[src/rtl/uart_rx_fifo.sv]
// Parametrised UART receiver with start-bit glitch rejection, optional parity,
// frame/parity/overflow error pulses and a first-word fall-through receive FIFO.
module uart_rx_fifo #(
    parameter int unsigned BAUD_COUNT = 645,
    parameter int unsigned DATA_BITS  = 8,
    parameter int unsigned PARITY     = 0,
    parameter int unsigned FIFO_DEPTH = 4
) (
    input  logic                          clk_in,
    input  logic                          rst_in,
    input  logic                          rx_in,
    output logic [DATA_BITS-1:0]          data_out,
    output logic                          valid_out,
    input  logic                          ready_in,
    output logic [$clog2(FIFO_DEPTH):0]   count_out,
    output logic                          full_out,
    output logic                          frame_err_out,
    output logic                          parity_err_out,
    output logic                          overflow_out
);

    localparam int unsigned CNT_W = $clog2(BAUD_COUNT);
    localparam int unsigned IDX_W = $clog2(DATA_BITS);
    localparam int unsigned PTR_W = $clog2(FIFO_DEPTH);
    localparam int unsigned OCC_W = PTR_W + 1;

    localparam logic [CNT_W-1:0] CNT_HALF = CNT_W'(BAUD_COUNT / 2);
    localparam logic [CNT_W-1:0] CNT_LAST = CNT_W'(BAUD_COUNT - 1);
    localparam logic [IDX_W-1:0] IDX_LAST = IDX_W'(DATA_BITS - 1);
    localparam logic [OCC_W-1:0] OCC_FULL = OCC_W'(FIFO_DEPTH);
    localparam logic [OCC_W-1:0] OCC_ONE  = OCC_W'(1);
    localparam logic [OCC_W-1:0] OCC_ZERO = OCC_W'(0);

    typedef enum logic [2:0] {
        S_IDLE,
        S_START,
        S_DATA,
        S_PARITY,
        S_STOP,
        S_BREAK
    } state_t;

    // Receiver state
    logic                 r_rx_meta;
    logic                 r_rx_s;
    logic                 r_rx_prev;
    state_t               r_state;
    state_t               w_state_next;
    logic [CNT_W-1:0]     r_cnt;
    logic [IDX_W-1:0]     r_bit_idx;
    logic [DATA_BITS-1:0] r_shift;
    logic                 r_par_err;

    // FSM decode strobes
    logic                 w_at_last;
    logic                 w_shift_en;
    logic                 w_par_chk;
    logic                 w_push;
    logic                 w_frame_err;
    logic                 w_parity_err;
    logic                 w_par_xor;
    logic                 w_par_bad;

    // FIFO state
    logic [DATA_BITS-1:0] r_mem [FIFO_DEPTH];
    logic [PTR_W-1:0]     r_wr_ptr;
    logic [PTR_W-1:0]     r_rd_ptr;
    logic [PTR_W-1:0]     w_rd_ptr_inc;
    logic [OCC_W-1:0]     r_count;
    logic [OCC_W-1:0]     w_count_next;
    logic [DATA_BITS-1:0] r_head;
    logic [DATA_BITS-1:0] w_head_next;
    logic                 r_valid;
    logic                 r_full;
    logic                 w_pop;
    logic                 w_wr_en;
    logic                 w_overflow;

    // Error pulse registers
    logic                 r_frame_err;
    logic                 r_parity_err;
    logic                 r_overflow;

    assign w_at_last    = (r_cnt == CNT_LAST);
    assign w_par_xor    = (^r_shift) ^ r_rx_s;
    assign w_par_bad    = (PARITY == 1) ? ~w_par_xor : w_par_xor;
    assign w_pop        = r_valid & ready_in;
    assign w_wr_en      = w_push & (~r_full | w_pop);
    assign w_overflow   = w_push & r_full & ~w_pop;
    assign w_rd_ptr_inc = r_rd_ptr + PTR_W'(1);

    // Two-flop synchroniser plus one history flop for start-edge detection
    always_ff @(posedge clk_in) begin
        if (rst_in) begin
            r_rx_meta <= 1'b1;
            r_rx_s    <= 1'b1;
            r_rx_prev <= 1'b1;
        end else begin
            r_rx_meta <= rx_in;
            r_rx_s    <= r_rx_meta;
            r_rx_prev <= r_rx_s;
        end
    end

    // FSM state register
    always_ff @(posedge clk_in) begin
        if (rst_in) begin
            r_state <= S_IDLE;
        end else begin
            r_state <= w_state_next;
        end
    end

    // FSM next-state and per-cycle action strobes
    always_comb begin
        w_state_next = r_state;
        w_shift_en   = 1'b0;
        w_par_chk    = 1'b0;
        w_push       = 1'b0;
        w_frame_err  = 1'b0;
        w_parity_err = 1'b0;
        case (r_state)
            S_IDLE: begin
                if (r_rx_prev && !r_rx_s) begin
                    w_state_next = S_START;
                end
            end
            S_START: begin
                if (r_cnt == CNT_HALF) begin
                    w_state_next = r_rx_s ? S_IDLE : S_DATA;
                end
            end
            S_DATA: begin
                if (w_at_last) begin
                    w_shift_en = 1'b1;
                    if (r_bit_idx == IDX_LAST) begin
                        w_state_next = (PARITY != 0) ? S_PARITY : S_STOP;
                    end
                end
            end
            S_PARITY: begin
                if (w_at_last) begin
                    w_par_chk    = 1'b1;
                    w_state_next = S_STOP;
                end
            end
            S_STOP: begin
                if (w_at_last) begin
                    if (!r_rx_s) begin
                        w_frame_err  = 1'b1;
                        w_state_next = S_BREAK;
                    end else if (r_par_err) begin
                        w_parity_err = 1'b1;
                        w_state_next = S_IDLE;
                    end else begin
                        w_push       = 1'b1;
                        w_state_next = S_IDLE;
                    end
                end
            end
            S_BREAK: begin
                if (r_rx_s) begin
                    w_state_next = S_IDLE;
                end
            end
            default: begin
                w_state_next = S_IDLE;
            end
        endcase
    end

    // Bit timer: free-runs within a bit, restarts on every state change
    always_ff @(posedge clk_in) begin
        if (rst_in) begin
            r_cnt <= '0;
        end else if (w_state_next != r_state) begin
            r_cnt <= '0;
        end else if (w_at_last) begin
            r_cnt <= '0;
        end else begin
            r_cnt <= r_cnt + CNT_W'(1);
        end
    end

    // Data shift register, bit index and latched parity error
    always_ff @(posedge clk_in) begin
        if (rst_in) begin
            r_bit_idx <= '0;
            r_shift   <= '0;
            r_par_err <= 1'b0;
        end else begin
            if (r_state != S_DATA) begin
                r_bit_idx <= '0;
            end else if (w_shift_en) begin
                r_bit_idx <= r_bit_idx + IDX_W'(1);
            end
            if (w_shift_en) begin
                r_shift[r_bit_idx] <= r_rx_s;
            end
            if (r_state == S_IDLE) begin
                r_par_err <= 1'b0;
            end else if (w_par_chk && w_par_bad) begin
                r_par_err <= 1'b1;
            end
        end
    end

    // Next occupancy and next head word for the registered FIFO outputs
    always_comb begin
        w_count_next = r_count;
        w_head_next  = r_head;
        case ({w_wr_en, w_pop})
            2'b10:   w_count_next = r_count + OCC_ONE;
            2'b01:   w_count_next = r_count - OCC_ONE;
            default: w_count_next = r_count;
        endcase
        if (w_pop) begin
            if (r_count == OCC_ONE) begin
                if (w_wr_en) begin
                    w_head_next = r_shift;
                end
            end else begin
                w_head_next = r_mem[w_rd_ptr_inc];
            end
        end else if ((r_count == OCC_ZERO) && w_wr_en) begin
            w_head_next = r_shift;
        end
    end

    // FIFO storage array (no reset needed: reads are gated by occupancy)
    always_ff @(posedge clk_in) begin
        if (w_wr_en) begin
            r_mem[r_wr_ptr] <= r_shift;
        end
    end

    // FIFO pointers, occupancy and registered head/flags
    always_ff @(posedge clk_in) begin
        if (rst_in) begin
            r_wr_ptr <= '0;
            r_rd_ptr <= '0;
            r_count  <= '0;
            r_head   <= '0;
            r_valid  <= 1'b0;
            r_full   <= 1'b0;
        end else begin
            if (w_wr_en) begin
                r_wr_ptr <= r_wr_ptr + PTR_W'(1);
            end
            if (w_pop) begin
                r_rd_ptr <= w_rd_ptr_inc;
            end
            r_count <= w_count_next;
            r_head  <= w_head_next;
            r_valid <= (w_count_next != OCC_ZERO);
            r_full  <= (w_count_next == OCC_FULL);
        end
    end

    // Single-cycle error pulses
    always_ff @(posedge clk_in) begin
        if (rst_in) begin
            r_frame_err  <= 1'b0;
            r_parity_err <= 1'b0;
            r_overflow   <= 1'b0;
        end else begin
            r_frame_err  <= w_frame_err;
            r_parity_err <= w_parity_err;
            r_overflow   <= w_overflow;
        end
    end

    assign data_out       = r_head;
    assign valid_out      = r_valid;
    assign count_out      = r_count;
    assign full_out       = r_full;
    assign frame_err_out  = r_frame_err;
    assign parity_err_out = r_parity_err;
    assign overflow_out   = r_overflow;

endmodule

[config.mk]
export PLATFORM = sky130hd
export DESIGN_NAME = uart_rx_fifo
export DESIGN_NICKNAME = d
export VERILOG_FILES = /design/src/rtl/uart_rx_fifo.sv
export SDC_FILE = /design/constraint.sdc
export NUM_CORES = 1
export LEC_CHECK = 0
export ABC_CLOCK_PERIOD_IN_PS = 4680
export CAP_MARGIN = 20
export CORE_UTILIZATION = 34
export DETAILED_ROUTE_END_ITERATION = 8
export PLACE_DENSITY = 0.62
export SYNTH_ARGS = -nofsm -noshare
export SYNTH_HDL_FRONTEND = slang
export SYNTH_SLANG_ARGS = --single-unit
export TNS_END_PERCENT = 50
[constraint.sdc]
create_clock -name clk_in -period 4.68 [get_ports clk_in]
set_input_delay 0.936 -clock clk_in [delete_from_list [all_inputs] [get_ports clk_in]]
set_output_delay 0.936 -clock clk_in [all_outputs]
set_load 0.05 [all_outputs]
==> results_tabular.tex <==
\begin{tabular}{lr}
\hline
Metric & Value \\
\hline
\multicolumn{2}{l}{\textbf{Outcome}} \\
Status & complete, no violations \\
\multicolumn{2}{l}{\textbf{Global route}} \\
Total GRT Usage & 0.135 \\
Number of global-route vias before repair & 2417 \\
First-pass GRT wire length & 11800 um \\
Maximum number of pins on one net before global-route repair & 23 \\
Antenna violations before repair & 0 \\
GR Overflow Total & 0 \\
\multicolumn{2}{l}{\textbf{Layout}} \\
Net total in the final layout & 368 \\
Top library cells by usage in the layout, fill and taps aside & sky130\_fd\_sc\_hd\_\_dfxtp\_1, sky130\_fd\_sc\_hd\_\_nor2\_1, sky130\_fd\_sc\_hd\_\_edfxtp\_1, sky130\_fd\_sc\_hd\_\_mux2i\_1, sky130\_fd\_sc\_hd\_\_clkdlybuf4s50\_1 \\
Share of layout cells above drive strength 1 & 0.105 \\
Fill cell instance count of the final layout & 1020 \\
Number of antenna diodes & 0 \\
Commonest non-fill, non-tap cell in the layout & sky130\_fd\_sc\_hd\_\_dfxtp\_1 \\
Combined flip-flop and latch cell area & 0.00192 mm2 \\
Layout overhead on the synthesized area & 14.8\% \\
Combined area of the multi-input logic cells & 0.00166 mm2 \\
\multicolumn{2}{l}{\textbf{Clocking}} \\
Clk sink count & 80 \\
Post-cts hold buffer count & 0 \\
Buffer type at the clock tree root & sky130\_fd\_sc\_hd\_\_clkbuf\_8 \\
Number of buffers inserted by post-CTS setup repair & 0 \\
Cts bufs inserted & 9 \\
Register clock-pin slew on the reported worst setup and hold paths & 0.09 ns \\
Clock tree from TritonCTS & done \\
Number of gates given a new drive strength after cts & 0 \\
H-Tree Depth & 3 \\
Clk\_lat worst skew & 0.36 ns \\
Clock buffer depth & 2 \\
\multicolumn{2}{l}{\textbf{STA}} \\
Final-report hold violation count & 0 \\
Minimum clock period & 3.28 ns \\
Setup repair after global routing missed its margin & no \\
Period Utilization, post-route & 0.702 \\
Number of endpoints failing setup at the final stage & 0 \\
Number of slew-limit violations in the final report & 0 \\
Fmax & 0.305 GHz \\
Total negative slack for setup checks & 0 ns \\
Slew of the pin with the lowest slew margin & 1.02 ns \\
Worst clock skew & 0.0152 ns \\
Max-slew headroom & 0.317 \\
\multicolumn{2}{l}{\textbf{Logic synthesis}} \\
Synth Cell Area & 0.00369 mm2 \\
Synthesized flop and latch total & 80 \\
Syn Inst Count & 329 \\
Count of synthesis-stage warnings from yosys & 0 \\
Number of nets produced by synthesis & 349 \\
Async set-or-reset flop fraction in the synthesized netlist & 0 \\
Number of enable flip-flop cells after synthesis & 32 \\
Commonest register cell after synthesis & sky130\_fd\_sc\_hd\_\_dfxtp\_1 \\
Synth Area per Inst & 11.2 um2 \\
Synth cell types & 50 \\
Sequential element share of the synthesized area & 0.521 \\
\multicolumn{2}{l}{\textbf{Routing}} \\
DR DRC count & 0 \\
Remaining antenna violation count after routing & 0 \\
Wirelength per Cell & 14.1 um \\
Total wire length & 6890 um \\
Via-per-instance ratio & 5.03 \\
Number of DRC markers after the initial detailed-route iteration & 131 \\
Number of search-and-repair iterations in the first detailed-routing pass & 4 \\
Total number of vias & 2458 \\
\multicolumn{2}{l}{\textbf{Floorplan}} \\
X dimension of the die & 106 um \\
Top-level I/O count & 20 \\
Core Area & 0.0104 mm2 \\
Number of rows created at floorplan & 37 \\
Initial standard-cell utilization of the core & 0.354 \\
Die height & 106 um \\
Die outline area & 0.0113 mm2 \\
\multicolumn{2}{l}{\textbf{Power and ir drop}} \\
Switching power share of the total & 0.224 \\
Leakage component of the power & 1.46 nW \\
Clock power frac & 0.436 \\
Cell area power density & 317 mW/mm2 \\
Combinational share of power & 0.021 \\
Worst IR Drop VDD & 0.000148 V \\
Internal power & 1.04 mW \\
Power consumption & 1.34 mW \\
Flop pwr share & 0.543 \\
NetSw & 301 uW \\
\multicolumn{2}{l}{\textbf{Worst setup path}} \\
Worst setup SP type & input port \\
Data arrival time of the critical path & 3.55 ns \\
Worst Path Required & 4.95 ns \\
Worst path most repeated cell & sky130\_fd\_sc\_hd\_\_nand2\_1 \\
Worst stage delay on the critical path & 0.48 ns \\
Top cell family by delay on the critical path & compound AO/OA/AOI/OAI gates \\
CP max FO & 16 \\
Kind of critical path & in -> reg \\
Cell-by-cell trace of the critical path & clkdlybuf4s50\_1, nand2\_1, nand2\_1, and3\_1, inv\_1, ha\_1, a2111oi\_0, a31o\_2, nor2\_1, a211oi\_1 \\
Crit-path slowest cell & sky130\_fd\_sc\_hd\_\_a2111oi\_0 \\
Worst path bufs/invs & 2 \\
Critical path endpoint category & register \\
\multicolumn{2}{l}{\textbf{Job}} \\
Max capacitance violation total & 0 \\
\multicolumn{2}{l}{\textbf{Worst hold path}} \\
Path category of the worst min-delay check & reg -> reg \\
\multicolumn{2}{l}{\textbf{Placement}} \\
Port-buffer cells & 19 \\
Last weighted congestion value of the routability-driven placer & 0.771 \\
HPWL reported at the end of detailed placement & 4630 um \\
\hline
\end{tabular}
-- metal layers --
layer	vias to the layer above	routed length, um	GRT usage
met5	-	0	0
met4	0	87	0.0446
met3	7	228	0.0448
met2	36	3280	0.217
met1	1199	3290	0.170
li1	1216	-	-
-- worst reg2reg max path: cells and delay by family (launching register included) --
family | cells | cell delay [ns]
AO/OA/AOI/OAI | 3 | 1.13
AND/OR/NAND/NOR | 4 | 0.83
buffers and inverters | 3 | 0.46
adder cells (fa/ha/maj) | 2 | 0.41
flip-flops | 1 | 0.37
-- per-stage QoR --
step                instance area [um2]  setup slack, ns  std cells  hold WS, ns  utilization
CTS                                4240             1.40        489        0.407        0.407
finish                             4240             1.40        489        0.406        0.407
detailed placement                 4010             1.05        473        0.396        0.385
global route                       4240            0.998        489        0.439        0.407
floorplan                          3690             1.82        329        0.389            -
global placement                   4010             1.22        473        0.396        0.385
-- flip-flops by register name (all words and copies together) (netlist names), 2 cells and up --
signal     cells
count_out      3
data_out       8
r_bit_idx      3
r_cnt         10
r_mem         32
r_rd_ptr       2
r_shift        8
r_state        3
r_wr_ptr       2
-- power groups by stage --
| stage | clock [mW] | combinational (mW) | sequential (mW) |
|---|---|---|---|
| after CTS | 0.602 | 0.0287 | 0.730 |
| after floorplan | 0 | 0.0225 | 0.742 |
| after global routing | 0.631 | 0.0324 | 0.731 |
| final | 0.586 | 0.0281 | 0.730 |
| after global placement | 0 | 0.0277 | 0.746 |
| after detailed placement | 0 | 0.0286 | 0.746 |
-- cells in the mapped netlist (2+ instances only) --
cell type | instances | area share
sky130_fd_sc_hd__nor2_1 | 41 | 0.042
sky130_fd_sc_hd__dfxtp_1 | 48 | 0.26
sky130_fd_sc_hd__a22oi_1 | 2 | 0.0041
sky130_fd_sc_hd__inv_1 | 15 | 0.015
sky130_fd_sc_hd__xor2_1 | 5 | 0.012
sky130_fd_sc_hd__a211oi_1 | 8 | 0.016
sky130_fd_sc_hd__and3_1 | 4 | 0.0068
sky130_fd_sc_hd__xnor2_1 | 15 | 0.036
sky130_fd_sc_hd__nand2_1 | 14 | 0.014
sky130_fd_sc_hd__mux2i_1 | 19 | 0.052
sky130_fd_sc_hd__ha_1 | 16 | 0.054
sky130_fd_sc_hd__nand4_1 | 8 | 0.014
sky130_fd_sc_hd__mux4_2 | 8 | 0.049
sky130_fd_sc_hd__clkbuf_1 | 9 | 0.0091
sky130_fd_sc_hd__and2b_1 | 2 | 0.0041
sky130_fd_sc_hd__buf_2 | 3 | 0.0041
sky130_fd_sc_hd__or2_2 | 4 | 0.0068
sky130_fd_sc_hd__nand2b_1 | 5 | 0.0085
sky130_fd_sc_hd__nor4_1 | 4 | 0.0068
sky130_fd_sc_hd__a21oi_1 | 5 | 0.0068
sky130_fd_sc_hd__nor2b_1 | 8 | 0.014
sky130_fd_sc_hd__and2_1 | 5 | 0.0085
sky130_fd_sc_hd__edfxtp_1 | 32 | 0.26
sky130_fd_sc_hd__o21ai_0 | 9 | 0.012
sky130_fd_sc_hd__nand3_1 | 10 | 0.014
sky130_fd_sc_hd__nor3_1 | 6 | 0.0081
-- final cells by class --
cell class / count / share of cell area
well taps: 136 / 0.0401
repair buffers: 21 / 0.0484
flip-flops and latches: 80 / 0.453
multi-input cells: 221 / 0.391
clock buffers: 9 / 0.0292
clock inverters: 7 / 0.0245
inverters: 15 / 0.0133
-- kinds of logic after synthesis --
family / count (synthesis) / synth area share
flops: 80 / 0.521
fa+ha+maj: 16 / 0.0542
compound gates: 35 / 0.0681
simple gates: 123 / 0.179
xor+xnor: 20 / 0.0474
mux: 27 / 0.100
buf+inv: 28 / 0.0305
-- worst paths after layout --
path                         from                       end  slack [ns]  depth (start not counted)
min          r_rx_meta$_SDFF_PP1_         r_rx_s$_SDFF_PP1_        0.41                          1
max                      ready_in  data_out[3]$_SDFFE_PP0P_        1.40                         10
max reg2reg   r_cnt[0]$_SDFF_PP0_  data_out[3]$_SDFFE_PP0P_        1.40                         12
min reg2reg  r_rx_meta$_SDFF_PP1_         r_rx_s$_SDFF_PP1_        0.41                          1
Note: power is estimated with default switching activity, not from simulation.
